**config.mk**
```make
export PLATFORM = sky130hd
export DESIGN_NAME = pingpong_buf_ctrl_flat
export DESIGN_NICKNAME = d
export VERILOG_FILES = /design/src/rtl/pingpong_pkg.sv /design/src/rtl/pingpong_buf_ctrl_if.sv /design/src/rtl/pingpong_addr_ctr.sv /design/src/rtl/pingpong_buf_ctrl.sv /design/src/flat_wrapper.sv
export SDC_FILE = /design/constraint.sdc
export NUM_CORES = 1
export LEC_CHECK = 0
export BUFFER_PORTS_ARGS = -buffer_cell sky130_fd_sc_hd__buf_2
export CAP_MARGIN = 25
export CORE_MARGIN = 2
export CORE_UTILIZATION = 49
export CTS_CLUSTER_SIZE = 8
export DETAILED_ROUTE_END_ITERATION = 6
export PLACE_DENSITY = 0.83
export SYNTH_ARGS = -nofsm -noshare
export SYNTH_HDL_FRONTEND = slang
export SYNTH_SLANG_ARGS = --single-unit
```
**constraint.sdc**
```tcl
create_clock -name clk -period 2.4 [get_ports clk]
set_input_delay 0.72 -clock clk [delete_from_list [all_inputs] [get_ports clk]]
set_output_delay 0.72 -clock clk [all_outputs]
set_load 0.01 [all_outputs]
```
**src/rtl/pingpong_pkg.sv**
```systemverilog
// Shared types and defaults for the two-bank ECG sample buffer sequencer.
// Contents: state_e (fill/wait FSM state), default address/data widths and the
// frame counter width.
package pingpong_pkg;

  typedef enum logic [0:0] {
    FILL = 1'b0,
    WAIT = 1'b1
  } state_e;

  localparam int unsigned DEF_ADDR_W  = 12;
  localparam int unsigned DEF_DATA_W  = 32;
  localparam int unsigned FRAME_CNT_W = 16;

endpackage

```
**src/rtl/pingpong_buf_ctrl_if.sv**
```systemverilog
// Bus bundle between the sample source / bank consumer and pingpong_buf_ctrl.
// Signals:
//   smp_valid, smp_data : ADC sample strobe and data
//   lc_done             : consumer finished its bank
//   fu_addra, fu_we,
//   dt_an               : fill-bank write port
//   switch              : bank select
//   frame_rdy, frame_cnt,
//   overrun, drop_cnt   : status
// Modports: master (sample source / consumer side), slave (the controller).
interface pingpong_buf_ctrl_if
  import pingpong_pkg::*;
#(
  parameter int unsigned ADDR_W = DEF_ADDR_W,
  parameter int unsigned DATA_W = DEF_DATA_W
);

  logic                   smp_valid;
  logic [DATA_W-1:0]      smp_data;
  logic                   lc_done;
  logic [ADDR_W-1:0]      fu_addra;
  logic                   fu_we;
  logic [DATA_W-1:0]      dt_an;
  logic                   switch;
  logic                   frame_rdy;
  logic [FRAME_CNT_W-1:0] frame_cnt;
  logic                   overrun;
  logic [15:0]            drop_cnt;

  modport master (
    output smp_valid, smp_data, lc_done,
    input  fu_addra, fu_we, dt_an, switch, frame_rdy, frame_cnt, overrun, drop_cnt
  );

  modport slave (
    input  smp_valid, smp_data, lc_done,
    output fu_addra, fu_we, dt_an, switch, frame_rdy, frame_cnt, overrun, drop_cnt
  );

endinterface

```
**src/rtl/pingpong_addr_ctr.sv**
```systemverilog
// Fill-bank write address counter. Wraps from DEPTH-1 to 0 on increment.
// Ports:
//   clk, rst : clock, synchronous active-high reset
//   clr      : force address to 0
//   inc      : advance address by one (wrapping)
//   addr     : current write address
//   tc       : terminal count, addr == DEPTH-1
module pingpong_addr_ctr #(
  parameter int unsigned DEPTH  = 4096,
  parameter int unsigned ADDR_W = 12
) (
  input  logic              clk,
  input  logic              rst,
  input  logic              clr,
  input  logic              inc,
  output logic [ADDR_W-1:0] addr,
  output logic              tc
);

  localparam logic [ADDR_W-1:0] LastAddr = ADDR_W'(DEPTH - 1);

  logic [ADDR_W-1:0] addr_q;

  assign addr = addr_q;
  assign tc   = (addr_q == LastAddr);

  always_ff @(posedge clk) begin
    if (rst || clr) begin
      addr_q <= '0;
    end else if (inc) begin
      addr_q <= tc ? '0 : addr_q + ADDR_W'(1);
    end
  end

endmodule

```
**src/rtl/pingpong_buf_ctrl.sv**
```systemverilog
// Two-bank (ping-pong) ECG sample buffer sequencer. Writes the ADC stream into
// the fill bank, swaps banks when a frame is complete and the consumer has
// released the previous one, counts frames and flags dropped samples.
// Ports:
//   clk, rst : clock, synchronous active-high reset
//   bus      : pingpong_buf_ctrl_if.slave (sample in, lc_done in, write port
//              and status out); all outputs registered
// Build option: PINGPONG_DROP_CNT_EN enables the saturating drop counter;
// without it drop_cnt is tied to 0.
module pingpong_buf_ctrl
  import pingpong_pkg::*;
#(
  parameter int unsigned DEPTH  = 4096,
  parameter int unsigned ADDR_W = DEF_ADDR_W,
  parameter int unsigned DATA_W = DEF_DATA_W
) (
  input logic                 clk,
  input logic                 rst,
  pingpong_buf_ctrl_if.slave  bus
);

  state_e                 state_q, state_d;
  logic                   last_wr_q, last_wr_d;
  logic                   fu_we_q, fu_we_d;
  logic [ADDR_W-1:0]      fu_addra_q, fu_addra_d;
  logic [DATA_W-1:0]      dt_an_q, dt_an_d;
  logic                   switch_q, switch_d;
  logic                   frame_rdy_q, frame_rdy_d;
  logic [FRAME_CNT_W-1:0] frame_cnt_q, frame_cnt_d;
  logic                   overrun_q, overrun_d;

  logic                   accept, drop, swap, addr_clr;
  logic [ADDR_W-1:0]      wr_addr;
  logic                   wr_tc;

  pingpong_addr_ctr #(
    .DEPTH  (DEPTH),
    .ADDR_W (ADDR_W)
  ) u_addr_ctr (
    .clk  (clk),
    .rst  (rst),
    .clr  (addr_clr),
    .inc  (accept),
    .addr (wr_addr),
    .tc   (wr_tc)
  );

  always_comb begin
    state_d  = state_q;
    accept   = 1'b0;
    drop     = 1'b0;
    swap     = 1'b0;
    addr_clr = 1'b0;
    unique case (state_q)
      FILL: begin
        swap = last_wr_q && (!frame_rdy_q || bus.lc_done);
        if (last_wr_q && !swap) begin
          // Fill bank is full and cannot be handed over: a sample here would
          // overwrite address 0 of the completed frame, so it is dropped.
          state_d = WAIT;
          drop    = bus.smp_valid;
        end else begin
          accept = bus.smp_valid;
        end
      end
      WAIT: begin
        drop = bus.smp_valid;
        if (bus.lc_done) begin
          swap     = 1'b1;
          addr_clr = 1'b1;
          state_d  = FILL;
        end
      end
      default: state_d = FILL;
    endcase

    last_wr_d   = accept && wr_tc;
    fu_we_d     = accept;
    fu_addra_d  = accept ? wr_addr : fu_addra_q;
    dt_an_d     = accept ? bus.smp_data : dt_an_q;
    switch_d    = switch_q ^ swap;
    // A swap hands a fresh frame to the consumer; otherwise lc_done releases it.
    frame_rdy_d = swap ? 1'b1 : (bus.lc_done ? 1'b0 : frame_rdy_q);
    frame_cnt_d = frame_cnt_q + FRAME_CNT_W'(swap);
    overrun_d   = overrun_q | drop;
  end

  always_ff @(posedge clk) begin
    if (rst) begin
      state_q     <= FILL;
      last_wr_q   <= 1'b0;
      fu_we_q     <= 1'b0;
      fu_addra_q  <= '0;
      dt_an_q     <= '0;
      switch_q    <= 1'b0;
      frame_rdy_q <= 1'b0;
      frame_cnt_q <= '0;
      overrun_q   <= 1'b0;
    end else begin
      state_q     <= state_d;
      last_wr_q   <= last_wr_d;
      fu_we_q     <= fu_we_d;
      fu_addra_q  <= fu_addra_d;
      dt_an_q     <= dt_an_d;
      switch_q    <= switch_d;
      frame_rdy_q <= frame_rdy_d;
      frame_cnt_q <= frame_cnt_d;
      overrun_q   <= overrun_d;
    end
  end

`ifdef PINGPONG_DROP_CNT_EN
  logic [15:0] drop_cnt_q;

  always_ff @(posedge clk) begin
    if (rst) begin
      drop_cnt_q <= '0;
    end else if (drop && (drop_cnt_q != 16'hFFFF)) begin
      drop_cnt_q <= drop_cnt_q + 16'd1;
    end
  end

  assign bus.drop_cnt = drop_cnt_q;
`else
  assign bus.drop_cnt = '0;
`endif

  assign bus.fu_we     = fu_we_q;
  assign bus.fu_addra  = fu_addra_q;
  assign bus.dt_an     = dt_an_q;
  assign bus.switch    = switch_q;
  assign bus.frame_rdy = frame_rdy_q;
  assign bus.frame_cnt = frame_cnt_q;
  assign bus.overrun   = overrun_q;

endmodule

```
**src/flat_wrapper.sv**
```systemverilog
// flat-port wrapper written by rule: the top's interface ports become plain ports
module pingpong_buf_ctrl_flat import pingpong_pkg::*;
#(
  parameter int unsigned DEPTH  = 4096,
  parameter int unsigned ADDR_W = DEF_ADDR_W,
  parameter int unsigned DATA_W = DEF_DATA_W
)
  (clk, rst, bus_smp_valid, bus_smp_data, bus_lc_done, bus_fu_addra, bus_fu_we, bus_dt_an, bus_switch, bus_frame_rdy, bus_frame_cnt, bus_overrun, bus_drop_cnt);
  pingpong_buf_ctrl_if #(.ADDR_W(ADDR_W), .DATA_W(DATA_W)) bus_i ();
  input logic clk;
  input logic rst;
  input wire logic [$bits(bus_i.smp_valid)-1:0] bus_smp_valid;
  input wire logic [$bits(bus_i.smp_data)-1:0] bus_smp_data;
  input wire logic [$bits(bus_i.lc_done)-1:0] bus_lc_done;
  output wire logic [$bits(bus_i.fu_addra)-1:0] bus_fu_addra;
  output wire logic [$bits(bus_i.fu_we)-1:0] bus_fu_we;
  output wire logic [$bits(bus_i.dt_an)-1:0] bus_dt_an;
  output wire logic [$bits(bus_i.switch)-1:0] bus_switch;
  output wire logic [$bits(bus_i.frame_rdy)-1:0] bus_frame_rdy;
  output wire logic [$bits(bus_i.frame_cnt)-1:0] bus_frame_cnt;
  output wire logic [$bits(bus_i.overrun)-1:0] bus_overrun;
  output wire logic [$bits(bus_i.drop_cnt)-1:0] bus_drop_cnt;
  assign bus_i.smp_valid = bus_smp_valid;
  assign bus_i.smp_data = bus_smp_data;
  assign bus_i.lc_done = bus_lc_done;
  assign bus_fu_addra = bus_i.fu_addra;
  assign bus_fu_we = bus_i.fu_we;
  assign bus_dt_an = bus_i.dt_an;
  assign bus_switch = bus_i.switch;
  assign bus_frame_rdy = bus_i.frame_rdy;
  assign bus_frame_cnt = bus_i.frame_cnt;
  assign bus_overrun = bus_i.overrun;
  assign bus_drop_cnt = bus_i.drop_cnt;
  pingpong_buf_ctrl #(.DEPTH(DEPTH), .ADDR_W(ADDR_W), .DATA_W(DATA_W)) u_core (.clk(clk), .rst(rst), .bus(bus_i));
endmodule
```
==> impl_metrics.tcl, run 1 <==
set metrics [dict create \
    grt_use_met1_pct 25.08 \
    dieHeight_um 84.76 \
    drc 0 \
    pwr-share-clk_pct 41.2 \
    ys.warnings.count 0 \
    synth-seq-area-share_pct 48.86 \
    finalSetupTns_ps 0 \
    final_net_count 518 \
    post_synth_most_frequent_cells "nand2_1, dfxtp_1, a21oi_1" \
    floorplan.rows 29 \
    cts_made_buffers 9 \
    asyncSetResetFlopFracSynth_pct 0 \
    max-slew-margin-rel_pct 53.36 \
    post_synth_top_flop "dfxtp_1" \
    clk_root_buffer_cell "clkbuf_8" \
    post_synth.cell_area_avg_um2 8.432 \
    grtUsageMet3_pct 6.391 \
    totalPowerFinal_mw 2.615 \
    post-synth-top-area-fraction_pct 48.86 \
    clkSinkCount 78 \
    final_layout_size_suffix_gt1_share_pct 26.92 \
    critical_path.startpoint_type "input port" \
    clock_tree.htree_level_count 3 \
    worst_skew_pair.late_latency_ps 340 \
    maximum_number_of_pins_on_one_net_before_global_route_repair 67 \
    filler_cell_count 574 \
    utilization_pct 61.95 \
    dp_hpwl_mm 4.909 \
    p_sw_mw 0.6043 \
    globalRouteMet2Util_pct 33.14 \
    floorplan.initialDensity_pct 50.61 \
    max_clock_freq_mhz 511.0 \
    antenna-diode-count 0 \
    synth.area.top_cells "dfxtp_1, nand2_1, a21oi_1, buf_4, nor2_1" \
    grt_util_all_layers_pct 20.14 \
    timing.critical_path.required_ps 2670 \
    cts_hold_buf 0 \
    grt_pass1_wl_mm 11.75 \
    synth_cell_types 37 \
    timing.final.max_slew_violations 0 \
    p_leak_nw 1.729 \
    p_per_area_mw_per_mm2 668.5 \
    post_cts_resized 0 \
    setup.worst_path.class "in -> reg" \
    cts_setup_buffers 0 \
    ant_nets 0 \
    place.gp.congestion 0.8540 \
    netlist_instances 379 \
    cp_data_arrival_time_ps 2230 \
    ioPinCount 116 \
    design.die.area_mm2 0.007183 \
    hold_viol_final 0 \
    synth-edff-count 0 \
    share_seq_of_total_power_pct 51.5 \
    status "complete, no violations" \
    die_width_um 84.76 \
    finalWirelength_mm 7.094 \
    timing.reg2reg.setup_slack_ps 490 \
    worstMarginPinSlew_ps 699.6 \
    max-vdd-ir-drop_uv 374.4 \
    global_route.peak_usage_layer "met2" \
    cts.path.max_buffers 2 \
    critical_path.endpoint_type "register" \
    synthDominantAreaCellType "dfxtp_1" \
    yosysMostFrequentCell "nand2_1" \
    fin_crit_period_ps 1957 \
    core-area_mm2 0.006314 \
    via_count_of_the_first_global_routing_pass 2590 \
    final.setup_skew_ps 9.298 \
    worstHoldPathType "reg -> reg" \
    combinationalPowerShare_pct 7.3 \
    grt_overflow_total 0 \
    timing.max_cap.violations 0 \
    drtIter0Drc 172 \
    int_pwr_mw 2.010 \
    grt_antenna_before_repair 0 \
    placement.io_buffers 99 \
    vias 2892 \
    via_per_inst 5.164 \
    dr.pass1.iters 4 \
    setup_repair_after_global_routing_missed_its_margin "false" \
    swShare_pct 23.11 \
    layout-area-overhead-vs-synth_pct 22.40 \
    cts_tree "yes" \
    layout_worst_path_cycle_share_pct 81.55 \
    ys_ff_latch 78 \
    detail_route.wl_per_cell_um 12.67 \
    final_setup_violation_count 0 \
    path_clk_slew_ps 80 \
    cp_max_fo 7 \
    synthesis.area_mm2 0.003196 \
]
-- critical path: stages --
cell and delay (ps):
buf_2 140, o22ai_1 90, inv_1 90, ha_1 160, nand3_1 150, or3_1 370, or3_1 360, a21oi_1 150
-- cells in the final DEF (no fill, tap or decap), types with 2 or more instances in the layout --
cell type,instances
a21oi_1,46
a21oi_2,5
and4_1,4
buf_2,99
buf_4,7
bufinv_16,2
clkbuf_8,10
clkinv_2,2
clkinvlp_4,2
conb_1,16
dfxtp_1,78
ha_1,4
inv_1,4
nand2_1,97
nand3_1,11
nand3b_1,3
nand4_1,7
nor2_1,27
nor2b_1,2
nor3_1,4
nor4_1,6
o21ai_0,5
o31ai_1,2
or3_1,5
or4_1,2
xnor2_1,10
xor2_1,11
-- per-stage QoR --
step / instance area, um^2 / hold WS, ps / setup WS, ps / cells
final: 3911 / 451.8 / 442.9 / 560
after global routing: 3911 / 474.8 / 351.0 / 560
after CTS: 3911 / 456.4 / 482.1 / 560
after detailed placement: 3689 / 444.7 / 120.3 / 544
after global placement: 3689 / 438.2 / 180.4 / 544
after floorplan: 3252 / 450.3 / 340.8 / 394
-- area by class of cell --
type	instances	area (um^2)	area share (%)
flip-flops and latches	78	1562	39.92
multi-input cells	278	1448	37.01
repair buffers	107	568.0	14.52
clock buffers	10	137.6	3.519
well taps	77	96.34	2.463
clock inverters	6	85.08	2.175
inverters	4	15.01	0.3839
-- cells by family after synthesis --
kind of cell | count (synthesis) | share of synthesized area [%]
AND/OR/NAND/NOR | 176 | 25.57
flip-flops | 78 | 48.86
buffers and inverters | 38 | 7.596
adder cells (fa/ha/maj) | 4 | 1.566
AO/OA/AOI/OAI | 61 | 10.53
other | 1 | 0.1174
XOR/XNOR | 21 | 5.755
-- power groups by stage --
stage | combinational, mW | sequential (mW) | clock, mW
2_1_floorplan | 0.114 | 1.39 | 0
5_1_grt | 0.212 | 1.35 | 1.16
3_3_place_gp | 0.186 | 1.38 | 0
6_report | 0.190 | 1.35 | 1.08
4_1_cts | 0.192 | 1.35 | 1.10
3_5_place_dp | 0.192 | 1.38 | 0
-- per-layer routing --
metal,wire length (um),up-vias
met2,3435,115
li1,-,1435
met1,3070,1335
met5,0,-
met3,536,7
met4,51,0
-- flip-flops by register name, summed over array words and instances (netlist names) --
name	flops
u_core.bus.fu_we	1
u_core.state_q	1
u_core.bus.fu_addra	12
u_core.bus.switch	1
u_core.u_addr_ctr.addr	12
u_core.bus.overrun	1
u_core.bus.frame_rdy	1
u_core.last_wr_q	1
u_core.bus.frame_cnt	16
u_core.bus.dt_an	32
-- final timing paths --
check / endpoint / startpoint / depth (start not counted)
setup / recovery: u_core.bus.frame_cnt[15]$_SDFF_PP0_ / bus_lc_done / 8
hold / removal: u_core.bus.dt_an[20]$_SDFFE_PP0P_ / u_core.bus.dt_an[20]$_SDFFE_PP0P_ / 2
setup reg to reg: u_core.bus.frame_cnt[14]$_SDFF_PP0_ / u_core.bus.frame_rdy$_SDFFE_PP0P_ / 9
hold reg to reg: u_core.bus.dt_an[20]$_SDFFE_PP0P_ / u_core.bus.dt_an[20]$_SDFFE_PP0P_ / 2
Note: power is estimated with default switching activity, not from simulation.
==> inputs of run 2 (changes only) <==
Clock period 2.4 ns to 1.9 ns, I/O delays scaled along.
==> impl_metrics.tcl, run 2 (synthesis gave the netlist of run 1 again) <==
set metrics [dict create \
    status "complete, no violations" \
    antenna-diode-count 0 \
    cts_made_buffers 9 \
    final_net_count 532 \
    dpl-instance-area_mm2 0.003812 \
    finalWirelength_mm 7.365 \
    timing.max_cap.violations 0 \
    cts.path.max_buffers 2 \
    placedCellCount 558 \
    layout-area-overhead-vs-synth_pct 27.80 \
    critical_path.endpoint_type "register" \
    cts_tree "yes" \
    cp_max_fo 5 \
    p_leak_nw 1.816 \
    dp_hpwl_mm 5.014 \
    timing.reg2reg.setup_slack_ps 90 \
    worstReg2RegEnd "u_core.bus.frame_cnt[15]$_SDFF_PP0_" \
    swShare_pct 22.84 \
    drtIter0Drc 153 \
    max-vdd-ir-drop_uv 610.1 \
    design.die.area_mm2 0.007183 \
    path_clk_slew_ps 90 \
    grt_antenna_before_repair 0 \
    vias 2962 \
    cp_data_arrival_time_ps 2090 \
    via_count_of_the_first_global_routing_pass 2755 \
    cts_setup_buffers 0 \
    placement.io_buffers 99 \
    grt_pass1_wl_mm 11.83 \
    clk_root_buffer_cell "clkbuf_8" \
    max_clock_freq_mhz 552.7 \
    flip_flop_count_of_the_largest_register_all_copies_and_words_added 32 \
    most_common_cell_after_layout_fill_and_taps_aside "buf_2" \
    p_per_area_mw_per_mm2 842.9 \
    worst_r2r_startpoint "u_core.bus.frame_rdy$_SDFFE_PP0P_" \
    cts_hold_buf 0 \
    setup.worst_path.class "reg -> reg" \
    grt_overflow_total 0 \
    floorplan.initialDensity_pct 50.61 \
    post-route-cell-area_mm2 0.004084 \
    floorplan.rows 29 \
    share_seq_of_total_power_pct 49.3 \
    reg2regPathDepth 8 \
    p_sw_mw 0.7862 \
    combinationalPowerShare_pct 7.5 \
    finish.cell_count_without_fillers 574 \
    clock_tree.htree_level_count 3 \
    fin_crit_period_ps 1809 \
    place.gp.congestion 0.8628 \
    timing.critical_path.required_ps 2180 \
    worst_skew_pair.late_latency_ps 340 \
    finalSetupTns_ps 0 \
    crit_path_end "u_core.bus.frame_cnt[15]$_SDFF_PP0_" \
    final_setup_violation_count 0 \
    dr.pass1.iters 5 \
    filler_cell_count 526 \
    worstHoldPathType "reg -> reg" \
    ioPinCount 116 \
    crit_start "u_core.bus.frame_rdy$_SDFFE_PP0P_" \
    whs_ps 452.0 \
    clkSinkCount 78 \
    detail_route.wl_per_cell_um 12.83 \
    hold_viol_final 0 \
    layout.cells.most_common_list "buf_2, nand2_1, dfxtp_1, a21oi_1, nor2_1" \
    int_pwr_mw 2.656 \
    die_width_um 84.76 \
    final_layout_size_suffix_gt1_share_pct 30.58 \
    final.setup_skew_ps 11.02 \
    drc 0 \
    core-area_mm2 0.006314 \
    dieHeight_um 84.76 \
    via_per_inst 5.160 \
    layout_worst_path_cycle_share_pct 95.23 \
    ant_nets 0 \
    timing.final.max_slew_violations 0 \
    pwr-share-clk_pct 43.2 \
    maximum_number_of_pins_on_one_net_before_global_route_repair 39 \
    critical_path.startpoint_type "register" \
    grt_util_all_layers_pct 20.41 \
]
-- run 2: metal layers --
layer / global-route usage [%] / part of all wire (%) / wire (um)
met5: 0 / 0 / 0
met4: 10.68 / 0.98 / 72
met3: 4.720 / 7.4 / 547
met2: 34.29 / 49 / 3627
met1: 24.26 / 42 / 3117
-- run 2: worst min path at each step --
stage                                                 start                              endpoint  depth (start not counted)
detailed placement        u_core.bus.dt_an[13]$_SDFFE_PP0P_     u_core.bus.dt_an[13]$_SDFFE_PP0P_                          2
global placement              u_core.bus.overrun$_SDFF_PP0_         u_core.bus.overrun$_SDFF_PP0_                          2
finish                    u_core.bus.dt_an[13]$_SDFFE_PP0P_     u_core.bus.dt_an[13]$_SDFFE_PP0P_                          2
global route                               bus_smp_data[19]     u_core.bus.dt_an[19]$_SDFFE_PP0P_                          3
floorplan           u_core.u_addr_ctr.addr[11]$_SDFFE_PP0P_  u_core.bus.fu_addra[11]$_SDFFE_PP0P_                          2
CTS                                         bus_smp_data[2]      u_core.bus.dt_an[2]$_SDFFE_PP0P_                          3
-- run 2: stage by stage --
step | utilization [%] | setup WS (ps) | power [mW]
global placement | 60.38 | -29.27 | 1.985
floorplan | - | 21.56 | 1.901
finish | 64.68 | 90.61 | 3.442
global route | 64.68 | -19.51 | 3.573
detailed placement | 60.38 | -92.28 | 1.994
CTS | 64.25 | 60.51 | 3.487
-- run 2: final cells by class --
cell class | count | area, um^2 | share of cell area (%)
Clock buffer | 9 | 123.9 | 3.033
Clock inverter | 7 | 120.1 | 2.941
Inverter | 4 | 15.01 | 0.3676
Multi-Input combinational cell | 278 | 1478 | 36.18
Sequential cell | 78 | 1565 | 38.33
Tap cell | 77 | 96.34 | 2.359
Timing Repair Buffer | 121 | 685.7 | 16.79
-- run 2: timing repair --
action / in CTS / in global routing
hold endpoints to repair: 0 / 0
gates resized for setup: 0 / 9
setup endpoints to repair: 0 / 7
-- run 2: power by group through the flow --
stage	Sequential [mW]	Clock (mW)	Combinational (mW)
3_5_place_dp	1.74	0	0.259
5_1_grt	1.70	1.58	0.288
4_1_cts	1.70	1.53	0.261
3_3_place_gp	1.73	0	0.252
2_1_floorplan	1.76	0	0.145
6_report	1.70	1.49	0.260
-- run 2: worst max-delay path, stage by stage, from the launching register on --
cell and delay, ps:
dfxtp_4 370, nor2_4 100, o22ai_2 90, inv_2 60
ha_2 160, nand3_1 110, or3_4 350, or3_4 380
a21oi_2 120
